### config.mk
export PLATFORM = sky130hd
export DESIGN_NAME = key_pulse_gen_flat
export DESIGN_NICKNAME = d
export VERILOG_FILES = /design/src/rtl/key_pkg.sv /design/src/rtl/key_pulse_gen_if.sv /design/src/rtl/key_debounce_ch.sv /design/src/rtl/key_pulse_gen.sv /design/src/flat_wrapper.sv
export SDC_FILE = /design/constraint.sdc
export NUM_CORES = 1
export LEC_CHECK = 0
export ABC_CLOCK_PERIOD_IN_PS = 2500
export CAP_MARGIN = 20
export CORE_AREA = 2 2 91 180
export DETAILED_ROUTE_END_ITERATION = 6
export DIE_AREA = 0 0 93 182
export SLEW_MARGIN = 20
export SYNTH_ARGS = -nofsm -noshare
export SYNTH_HDL_FRONTEND = slang
export SYNTH_SLANG_ARGS = --single-unit
### constraint.sdc
create_clock -name CLK -period 2.5 [get_ports CLK]
set_input_delay 0.5 -clock CLK [delete_from_list [all_inputs] [get_ports CLK]]
set_output_delay 0.5 -clock CLK [all_outputs]
set_load 0.01 [all_outputs]
### src/rtl/key_pkg.sv
// Shared types and constants for the key debounce / press-pulse slice.
package key_pkg;

  typedef enum logic [1:0] {IDLE, PFILT, DOWN, RFILT} key_st_e;

  // Board pins idle high; a pressed key pulls the pin low.
  localparam logic KEY_RELEASED = 1'b1;
  localparam int   NKEY_DEFAULT = 5;

  function automatic int max3(input int a, input int b, input int c);
    int m;
    m = (a > b) ? a : b;
    return (m > c) ? m : c;
  endfunction

endpackage

### src/rtl/key_pulse_gen_if.sv
// Key-event bus: raw pins in, clean press pulses and debounced levels out.
interface key_pulse_gen_if
  import key_pkg::*;
#(
  parameter int NKEY = NKEY_DEFAULT
);
  logic [NKEY-1:0] Key_In;
  logic [NKEY-1:0] Key_Pulse;
  logic [NKEY-1:0] Key_Level;

  modport master (input Key_In, output Key_Pulse, output Key_Level);
  modport slave  (output Key_In, input Key_Pulse, input Key_Level);
endinterface

### src/rtl/key_debounce_ch.sv
// One key channel: 2-flop synchronizer, debounce FSM, counter, pulse/level regs.
// Auto-repeat while held is compiled in with KEY_REPEAT_EN.
module key_debounce_ch
  import key_pkg::*;
#(
  parameter int DEBOUNCE_CYC   = 1_000_000,
  parameter int REPEAT_DLY_CYC = 25_000_000,
  parameter int REPEAT_CYC     = 5_000_000
) (
  input  logic CLK,
  input  logic RSTn,
  input  logic key_in,
  output logic key_pulse,
  output logic key_level
);
  localparam int CW = $clog2(max3(DEBOUNCE_CYC, REPEAT_DLY_CYC, REPEAT_CYC) + 1);
  localparam logic [CW-1:0] DB_TERM = CW'(DEBOUNCE_CYC - 1);

  logic [1:0]    sync;
  logic          s_prs;
  key_st_e       st, st_nxt;
  logic [CW-1:0] cnt, cnt_nxt;
  logic          db_done;
  logic          pulse_nxt, level_nxt;

`ifdef KEY_REPEAT_EN
  localparam logic [CW-1:0] RD_TERM = CW'(REPEAT_DLY_CYC - 1);
  localparam logic [CW-1:0] RC_TERM = CW'(REPEAT_CYC - 1);
  // rpt: first repeat already issued, so further ones use the shorter period
  logic rpt, rpt_nxt;
  logic rpt_done;
  assign rpt_done = rpt ? (cnt == RC_TERM) : (cnt == RD_TERM);
`endif

  assign s_prs   = (sync[1] != KEY_RELEASED);
  assign db_done = (cnt == DB_TERM);

  always_ff @(posedge CLK or negedge RSTn) begin
    if (!RSTn) begin
      sync      <= {KEY_RELEASED, KEY_RELEASED};
      st        <= IDLE;
      cnt       <= '0;
      key_pulse <= 1'b0;
      key_level <= 1'b0;
`ifdef KEY_REPEAT_EN
      rpt       <= 1'b0;
`endif
    end else begin
      sync      <= {sync[0], key_in};
      st        <= st_nxt;
      cnt       <= cnt_nxt;
      key_pulse <= pulse_nxt;
      key_level <= level_nxt;
`ifdef KEY_REPEAT_EN
      rpt       <= rpt_nxt;
`endif
    end
  end

  always_comb begin
    st_nxt = st;
    unique case (st)
      IDLE:    if (s_prs) st_nxt = PFILT;
      PFILT:   if (!s_prs) st_nxt = IDLE; else if (db_done) st_nxt = DOWN;
      DOWN:    if (!s_prs) st_nxt = RFILT;
      RFILT:   if (s_prs) st_nxt = DOWN; else if (db_done) st_nxt = IDLE;
      default: st_nxt = IDLE;
    endcase
  end

  // Counter is cleared on every state change, so it never wraps.
  always_comb begin
    cnt_nxt   = '0;
    pulse_nxt = 1'b0;
    level_nxt = (st_nxt == DOWN) || (st_nxt == RFILT);
`ifdef KEY_REPEAT_EN
    rpt_nxt   = rpt;
`endif
    unique case (st)
      PFILT, RFILT: if (st_nxt == st) cnt_nxt = cnt + 1'b1;
      DOWN: begin
`ifdef KEY_REPEAT_EN
        if (s_prs) begin
          if (rpt_done) begin
            pulse_nxt = 1'b1;
            rpt_nxt   = 1'b1;
          end else begin
            cnt_nxt = cnt + 1'b1;
          end
        end
`endif
      end
      default: ;
    endcase
    if (st == PFILT && st_nxt == DOWN) pulse_nxt = 1'b1;
`ifdef KEY_REPEAT_EN
    if (st_nxt == DOWN && st != DOWN) rpt_nxt = 1'b0;
`endif
  end

endmodule

### src/rtl/key_pulse_gen.sv
// Debounced single-cycle press pulses for NKEY active-low push buttons.
// Optional auto-repeat while held: define KEY_REPEAT_EN.
module key_pulse_gen
  import key_pkg::*;
#(
  parameter int NKEY           = NKEY_DEFAULT,
  parameter int DEBOUNCE_CYC   = 1_000_000,
  parameter int REPEAT_DLY_CYC = 25_000_000,
  parameter int REPEAT_CYC     = 5_000_000
) (
  input  logic            CLK,
  input  logic            RSTn,
  key_pulse_gen_if.master kif
);

  for (genvar i = 0; i < NKEY; i++) begin : g_ch
    key_debounce_ch #(
      .DEBOUNCE_CYC  (DEBOUNCE_CYC),
      .REPEAT_DLY_CYC(REPEAT_DLY_CYC),
      .REPEAT_CYC    (REPEAT_CYC)
    ) u_ch (
      .CLK      (CLK),
      .RSTn     (RSTn),
      .key_in   (kif.Key_In[i]),
      .key_pulse(kif.Key_Pulse[i]),
      .key_level(kif.Key_Level[i])
    );
  end

endmodule

### src/flat_wrapper.sv
// flat-port wrapper written by rule: the top's interface ports become plain ports
module key_pulse_gen_flat import key_pkg::*;
#(
  parameter int NKEY           = NKEY_DEFAULT,
  parameter int DEBOUNCE_CYC   = 1_000_000,
  parameter int REPEAT_DLY_CYC = 25_000_000,
  parameter int REPEAT_CYC     = 5_000_000
)
  (CLK, RSTn, kif_Key_In, kif_Key_Pulse, kif_Key_Level);
  key_pulse_gen_if #(.NKEY(NKEY)) kif_i ();
  input  logic CLK;
  input  logic RSTn;
  input wire logic [$bits(kif_i.Key_In)-1:0] kif_Key_In;
  output wire logic [$bits(kif_i.Key_Pulse)-1:0] kif_Key_Pulse;
  output wire logic [$bits(kif_i.Key_Level)-1:0] kif_Key_Level;
  assign kif_i.Key_In = kif_Key_In;
  assign kif_Key_Pulse = kif_i.Key_Pulse;
  assign kif_Key_Level = kif_i.Key_Level;
  key_pulse_gen #(.NKEY(NKEY), .DEBOUNCE_CYC(DEBOUNCE_CYC), .REPEAT_DLY_CYC(REPEAT_DLY_CYC), .REPEAT_CYC(REPEAT_CYC)) u_core (.CLK(CLK), .RSTn(RSTn), .kif(kif_i));
endmodule
==> qor.txt <==
Overflow after GRT -> 0
Detailed Routing Iterations Pass 1 -> 5
EDFF count, synth -> 0
top_reg_cell synth -> dfrtp_1
Setup crit end kind -> flip-flop
Initial Util -> 48.5%
Final Total Pwr -> 5.27 mW
vias in the first global route -> 5493
Max Cap Viol -> 0
top cell type's share of synthesized area -> 47.9%
Post-DP Area -> 7980 um^2
die height -> 182 um
power density cells -> 614 nW/um^2
Core ar. -> 15600 um^2
crit path max fanout -> 6
status -> complete, no violations
Synth async-reset ratio -> 100%
GRT Overall Usage -> 18.8%
initial antenna violation count -> 0
Top Family by Delay on Critical Path -> simple AND/OR/NAND/NOR gates
number of port buffers -> 16
Placed Cells -> 972
ranking of synthesized cells by area -> dfrtp_1 (48%), xnor2_1 (5.6%), nor2_1 (4.7%), dfstp_2 (3.5%), a21oi_1 (3.3%)
worst min path class -> input port to asynchronous set/reset pin
worst hold slack -> 0.0327 ns
final setup vio count -> 0
Seq/Total Area, Yosys -> 51.4%
placed wire-length estimate -> 9.86 mm
CP Buf/Inv Count -> 0
Period minus WS final -> 2.10 ns
Synth area leader -> dfrtp_1
Max rail drop VDD -> 0.440 mV
Sink Count -> 155
non-filler instance count after layout -> 1004
Worst Skew -> 0.00814 ns
RSZ-0062 raised after global routing -> no
Yosys Warn Count -> 0
FF+latch count, synth -> 155
Pins Over Slew Limit -> 0
most frequent cell after synthesis -> dfrtp_1
cts bufs inserted -> 17
Leak -> 3.19 nW
final hold vios -> 0
Syn Inst Count -> 769
Syn Nets -> 781
CTS tree -> built
number of distinct library cells after synthesis -> 42
Synth top cells by count -> dfrtp_1 (145), nor2_1 (95), a21oi_1 (50), xnor2_1 (48), nand3_1 (44)
fin nets -> 802
IO Count -> 17
Die ar. -> 16900 um^2
root buffer cell -> clkbuf_16
DRC viols -> 0
Fmax -> 0.475 GHz
post-route worst setup slack -> 0.395 ns
WL per Instance -> 14.5 um
Post-Syn Area -> 7570 um^2
Worst EP required -> 2.85 ns
WL final -> 14.5 mm
Critical Path Max Stage Delay -> 0.67 ns
Rows -> 65
slew margin rel. -> 56.4%
CP Cell Sequence -> ha_1 > nand3_1 > or4_1 > or4_1 > a21oi_1
via count -> 5634
initial drt markers -> 293
first-pass GRT wire length -> 26.0 mm
n_diodes -> 0
Detail Route Antenna Nets -> 0
clk_lat worst skew -> 0.43 ns
Worst Tran Pin Value -> 0.648 ns
final core occ -> 54.9%
post-route clock period utilization -> 84.2%
dpl ws -> 0.417 ns
largest net degree at the start of global routing -> 58
H-tree levels -> 4
post-route cell area -> 8580 um^2
gpl congestion -> 0.803
WS Path Type -> flip-flop to flip-flop
Post-CTS Hold Fix Bufs -> 0
Clk pin slew, worst setup/hold paths -> 0.07 ns
Final TNS setup -> 0 ns
CP arrival -> 2.45 ns
CP Launch Type -> flip-flop
synthesis-to-finish area growth -> 13.3%
syn_area_per_cell -> 9.85 um^2
layout cells sized above 1 -> 10.1%
CP max-delay cell -> or4_1
Post CTS Setup Buffer Count -> 0
CTS max path bufs -> 2
vias per cell -> 5.61
Die X -> 93 um
CP dominant cell by count -> or4_1
post-CTS resize count -> 0
[cell type report]
class                      count  area (um^2)
fill                        1403         7040
sequential                   155         3890
multi-input combinational    549         3400
clock buffer                  17          425
timing repair buffer          32          307
tap                          201          251
clock inverter                15          173
inverter                      35          131
[metal layers]
metal | vias to the layer above | GRT usage (%) | share of wire [%]
li1 | 2821 | - | -
met1 | 2732 | 26.2 | 48
met2 | 69 | 29.3 | 48
met3 | 12 | 3.49 | 2.5
met4 | 0 | 7.00 | 1.5
met5 | - | 0 | 0
[cells by family (layout without fill, tap and decap cells)]
kind of cell	count (synthesis)	count (layout)	synth area share [%]
simple gates	361	361	26.2
flops	155	155	51.4
compound gates	103	103	8.23
xor+xnor	70	70	8.09
buf+inv	65	99	4.00
mux	10	10	1.32
fa+ha+maj	5	5	0.826
[where the power goes]
group	total, mW	leakage [nW]	internal (mW)	switching (mW)
logic	0.136	0.785	0.0405	0.0950
clock network	2.58	0.292	1.43	1.15
registers	2.55	2.11	2.53	0.0184
[state kept, by name, indices dropped and copies added, names as in the netlist]
name / count
u_core.g_ch.u_ch.cnt: 125
u_core.g_ch.u_ch.key_level: 5
u_core.g_ch.u_ch.key_pulse: 5
u_core.g_ch.u_ch.st: 10
u_core.g_ch.u_ch.sync: 10
[path summary, 6_finish.rpt]
check | slack [ns] | to | cells past startpoint | startpoint
hold reg to reg | 0.36 | u_core.g_ch[2].u_ch.sync[1] | 0 | u_core.g_ch[2].u_ch.sync[0]
setup / recovery | 0.40 | u_core.g_ch[2].u_ch.cnt[22] | 5 | u_core.g_ch[2].u_ch.cnt[0]
max in group asynchronous | 1.78 | u_core.g_ch[1].u_ch.sync[0] | 2 | RSTn
setup reg to reg | 0.40 | u_core.g_ch[2].u_ch.cnt[22] | 5 | u_core.g_ch[2].u_ch.cnt[0]
min in group CLK | 0.36 | u_core.g_ch[2].u_ch.sync[1] | 0 | u_core.g_ch[2].u_ch.sync[0]
hold / removal | 0.03 | u_core.g_ch[3].u_ch.cnt[17] | 1 | RSTn
[layout by cell type (no fill, tap or decap), types with 18 or more instances in the layout]
| cell type | n |
|---|---|
| o21ai_0 | 21 |
| nor2_1 | 95 |
| nor4_1 | 25 |
| dfrtp_1 | 145 |
| inv_1 | 35 |
| nand2_1 | 36 |
| a21oi_1 | 50 |
| or4_1 | 27 |
| nor3_1 | 20 |
| xnor2_1 | 48 |
| xor2_1 | 22 |
| nand3_1 | 44 |
| o31ai_1 | 18 |
| nand4_1 | 38 |
| or3_1 | 26 |
(Power assumes the default switching activity.)
==> RTL edit 1, RTL diff (config.mk and constraints unchanged) <==
Re-encode `key_st_e` (4 values) as one-hot, 4 bits wide.
--- a/src/rtl/key_pkg.sv
+++ b/src/rtl/key_pkg.sv
@@ -3,3 +3,3 @@
 
-  typedef enum logic [1:0] {IDLE, PFILT, DOWN, RFILT} key_st_e;
+  typedef enum logic [3:0] {IDLE = 4'b0001, PFILT = 4'b0010, DOWN = 4'b0100, RFILT = 4'b1000} key_st_e;
 
Function: same outputs for any inputs over 10 cycles, from zero or initial values and one cycle with RSTn low; not proved beyond that.
==> RTL edit 1 against the unedited design <==
  * Setup slack lost 0.25 ns
  * Synthesized area grew 11%
  * Synthesized cell count grew 17%
  * Highest routed layer unchanged
  * Sequential cell count grew 10
  * Routed wire length grew 13%
  * Count of clock-buffer cells in the layout grew 1
  * Largest power group is now sequential cells
  * Hold slack lost 0.0084 ns
  * Power grew 3.8%
  * Design area grew 8.9%
==> RTL edit 1: results (changes against the unedited design) <==
* Outcome: finished clean (unchanged)
* Worst-path fanout max at 13 (was 6)
* Sequential fraction of the synthesis area at 49.2% (was 51.4%)
* Number of global-route vias before repair at 6303 (was 5493)
* Via density at 5.92 (was 5.61)
* Largest net degree at the start of global routing at 52 (was 58)
* CP Launch Point: u_core.g_ch[1].u_ch.cnt[0] (was u_core.g_ch[2].u_ch.cnt[0])
* RePlAce Congestion at 0.824 (was 0.803)
* Top cells by area, synth: dfrtp_1, dfstp_2, nor2_1 (was dfrtp_1, xnor2_1, nor2_1)
* Worst hold margin at 0.0243 ns (was 0.0327 ns)
* Synth warn at 0 (unchanged)
* R2R cell count at 5 (unchanged)
* Nets at 913 (was 802)
* Worst rel slew slack at 60.9% (was 56.4%)
* Layout cells sized above 1 at 7.44% (was 10.1%)
* Worst Path Arrival at 2.70 ns (was 2.45 ns)
* Slowest stage delay, CP at 0.74 ns (was 0.67 ns)
* Largest regs: u_core.g_ch.u_ch.cnt: 125 flops, u_core.g_ch.u_ch.st: 20 flops, u_core.g_ch.u_ch.sync: 10 flops (was u_core.g_ch.u_ch.cnt: 125 flops, u_core.g_ch.u_ch.st: 10 flops, u_core.g_ch.u_ch.sync: 10 flops)
* Post-Syn Instances at 897 (was 769)
* Dpl cells at 1083 (was 972)
* WL per Instance at 14.7 µm (was 14.5 µm)
* Mux cell area share after synthesis at 0.238% (was 1.32%)
* Tmin final at 2.36 ns (was 2.10 ns)
* Ant diodes at 0 (unchanged)
* DP HPWL at 10900 µm (was 9860 µm)
* Most frequent cells after synthesis: dfrtp_1, nor2_1, a21oi_1, nand3_1, o21ai_0 (was dfrtp_1, nor2_1, a21oi_1, xnor2_1, nand3_1)
* R2R Setup Slk at 0.14 ns (was 0.40 ns)
* Final Skew at 0.00869 ns (was 0.00814 ns)
* Global-route wire length before repair at 29200 µm (was 26000 µm)
* Endpoint of the worst setup timing path: u_core.g_ch[1].u_ch.cnt[22] (was u_core.g_ch[2].u_ch.cnt[22])
* Max rail drop VDD at 0.460 mV (was 0.440 mV)
* Adder-cell share of the synthesized area at 0.743% (was 0.826%)
* Tot GR Track Use at 20.9% (was 18.8%)
* Starting DRT DRC Count at 270 (was 293)
* Area Overhead vs Synth at 10.8% (was 13.3%)
* Place WS at 0.219 ns (was 0.417 ns)
* Setup bufs post-CTS at 0 (unchanged)
* Cell leakage power at 3.37 nW (was 3.19 nW)
* Netlist cell types at 49 (was 42)
* Area post-placement at 8780 µm² (was 7980 µm²)
-- RTL edit 1: cell types whose count changed in the layout (fill, tap and decap cells not counted), sizes merged, moves of 16 or more --
cell / delta
a21oi: +17
inv: -16
nand2b: +22
o21ai: +25
or3: +16
-- RTL edit 1: final cells by class --
type	instances	area (µm²)
clock buffers	18	439
clock inverters	14	119
fillers	1384	6280
inverters	20	75.1
multi-input cells	666	3980
flip-flops and latches	165	4150
well taps	201	251
repair buffers	31	324
-- RTL edit 1: power by group --
| part | switching [W] | leakage, nW | internal [W] |
|---|---|---|---|
| sequential | 0.0000635 | 2.25 | 0.00272 |
| combinational | 0.000137 | 0.842 | 0.0000856 |
| clock | 0.00113 | 0.276 | 0.00133 |
| total | 0.00133 | 3.37 | 0.00414 |
-- RTL edit 1: metal layers --
layer	GRT usage (%)	vias up	part of all wire, %
met5	0	-	0
met4	6.41	0	1.3
met3	3.53	11	1.8
met2	34.2	68	49
met1	28.3	3208	48
li1	-	3309	-
==> RTL edit 2, RTL diff (config.mk and constraints unchanged) <==
Without the edit above. `DEBOUNCE_CYC` is set to 1_000_000 in 3 places; all go to 4_000_000.
--- a/src/rtl/key_debounce_ch.sv
+++ b/src/rtl/key_debounce_ch.sv
@@ -5,3 +5,3 @@
 #(
-  parameter int DEBOUNCE_CYC   = 1_000_000,
+  parameter int DEBOUNCE_CYC   = 4_000_000,
   parameter int REPEAT_DLY_CYC = 25_000_000,
--- a/src/rtl/key_pulse_gen.sv
+++ b/src/rtl/key_pulse_gen.sv
@@ -6,3 +6,3 @@
   parameter int NKEY           = NKEY_DEFAULT,
-  parameter int DEBOUNCE_CYC   = 1_000_000,
+  parameter int DEBOUNCE_CYC   = 4_000_000,
   parameter int REPEAT_DLY_CYC = 25_000_000,
--- a/src/flat_wrapper.sv
+++ b/src/flat_wrapper.sv
@@ -4,3 +4,3 @@
   parameter int NKEY           = NKEY_DEFAULT,
-  parameter int DEBOUNCE_CYC   = 1_000_000,
+  parameter int DEBOUNCE_CYC   = 4_000_000,
   parameter int REPEAT_DLY_CYC = 25_000_000,
Function: same outputs for any inputs over 10 cycles, from zero or initial values and one cycle with RSTn low; that may be too few to reach the edited logic, so the function may still have changed.
==> RTL edit 2 against the unedited design <==
  * Routed wire length up 0.41%
  * Largest cell class unchanged
  * Via count down 0.89%
  * Critical endpoint is now u_core.g_ch[3].u_ch.cnt[24]
  * Critical path depth unchanged
  * Sequential cell count unchanged
  * Sequential power about the same
  * Synthesized cell count down 2.5%
  * Core utilization down 0.56 points
  * Setup slack worse by 0.0066 ns
  * Design area down 1.0%
  * Synthesized area down 0.91%
  * Power up 1.2%
==> RTL edit 2: results (changes against the unedited design) <==
* Max rail drop VDD at 0.387 mV (was 0.440 mV)
* Most frequent cells after synthesis: dfrtp_1, nor2_1, nand3_1, a21oi_1, nand2_1 (was dfrtp_1, nor2_1, a21oi_1, xnor2_1, nand3_1)
* Pre-Repair DR Iteration Count at 4 (was 5)
* Number of global-route vias before repair at 5433 (was 5493)
* Final Skew at 0.0103 ns (was 0.00814 ns)
* Worst Hold Class: reg -> reg (was in -> async)
* Worst Path Arrival at 2.45 ns (about the same)
* Clock sinks at 155 (unchanged)
* Worst slew pin tran at 0.611 ns (was 0.648 ns)
* Tot GR Track Use at 18.5% (was 18.8%)
* H-tree depth at 4 (unchanged)
* Cell leakage power at 3.24 nW (was 3.19 nW)
* Outcome: finished clean (unchanged)
* Nets at 777 (was 802)
* Layout cells sized above 1 at 9.13% (was 10.1%)
* RePlAce Congestion at 0.804 (was 0.803)
* PortBufs at 16 (unchanged)
* Synth warn at 0 (unchanged)
* DR vias at 5584 (was 5634)
* Sequential fraction of the synthesis area at 51.8% (was 51.4%)
* Post-synthesis async set-or-reset flop share at 100% (unchanged)
* Reg2reg start: u_core.g_ch[3].u_ch.cnt[0] (was u_core.g_ch[2].u_ch.cnt[0])
* Global-route wire length before repair at 25600 µm (was 26000 µm)
* Syn nets at 762 (was 781)
* Critical R2R Capture: u_core.g_ch[3].u_ch.cnt[24] (was u_core.g_ch[2].u_ch.cnt[22])
* Post-cts repair resize count at 0 (unchanged)
* Starting DRT DRC Count at 193 (was 293)
* Netlist cell types at 40 (was 42)
* Setup bufs post-CTS at 0 (unchanged)
* Worst-path fanout max at 8 (was 6)
* Top cells by area, synth: dfrtp_1, xor2_1, nor2_1 (was dfrtp_1, xnor2_1, nor2_1)
* Largest net degree at the start of global routing at 49 (was 58)
* Worst hold margin at 0.356 ns (was 0.0327 ns)
* DP HPWL at 9750 µm (was 9860 µm)
* Total wire length at 14600 µm (was 14500 µm)
* Clk root buf: clkbuf_16 (unchanged)
RTL edit 2: cell type report:
class	count	area (µm²)
repair buffers	35	319
clock inverters	14	170
well taps	201	251
multi-input cells	535	3350
inverters	21	78.8
clock buffers	18	429
fillers	1430	7120
flip-flops and latches	155	3890
RTL edit 2: timing repair:
action,CTS,global route
hold endpoints to repair,28,0
hold buffers,1,0
setup endpoints to repair,0,0
RTL edit 2: worst max-delay path by stage:
stage,start,to,slack [ns],cells after the start
2_1_floorplan,u_core.g_ch[1].u_ch.cnt[0],u_core.g_ch[1].u_ch.cnt[11],0.53,7
3_3_place_gp,u_core.g_ch[3].u_ch.cnt[0],u_core.g_ch[3].u_ch.cnt[24],0.48,5
3_5_place_dp,u_core.g_ch[3].u_ch.cnt[0],u_core.g_ch[3].u_ch.cnt[24],0.41,5
4_1_cts,u_core.g_ch[3].u_ch.cnt[0],u_core.g_ch[3].u_ch.cnt[24],0.38,5
5_1_grt,u_core.g_ch[2].u_ch.cnt[8],u_core.g_ch[2].u_ch.cnt[23],0.22,4
6_report,u_core.g_ch[3].u_ch.cnt[0],u_core.g_ch[3].u_ch.cnt[24],0.39,5
RTL edit 2: metal layers:
metal	global-route usage [%]	vias to the layer above	part of all wire, %
met2	29.8	67	49
li1	-	2768	-
met4	7.41	0	1.7
met3	3.40	20	1.9
met5	0	-	0
met1	24.7	2729	48
RTL edit 2: logic make-up after synthesis:
kind of cell,synth area share (%)
fa+ha+maj,0.833
compound gates,9.68
simple gates,25.1
xor+xnor,7.47
flops,51.8
buf+inv,3.73
mux,1.33
RTL edit 2: per-stage QoR:
step           setup slack, ns  power (W)  utilization [%]  instances  area (µm²)
4_1_cts                  0.381    0.00541             54.4        979        8490
3_5_place_dp             0.407    0.00274             50.5        946        7880
2_1_floorplan            0.535    0.00264                -        750        7510
3_3_place_gp             0.479    0.00274             50.5        946        7880
6_report                 0.389    0.00533             54.4        979        8490
5_1_grt                  0.217    0.00552             54.4        979        8490
RTL edit 2: critical path: stages (launching register included):
cell     delay [ns]
dfrtp_1        0.38
ha_1           0.25
nand3_1        0.15
or4_1          0.64
or4_1          0.44
a21oi_1        0.18
RTL edit 2: power breakdown:
group / switching, W / leakage [nW] / internal (W)
sequential: 0.0000163 / 2.11 / 0.00253
clock: 0.00107 / 0.283 / 0.00158
combinational: 0.0000961 / 0.842 / 0.0000407
total: 0.00118 / 3.24 / 0.00415
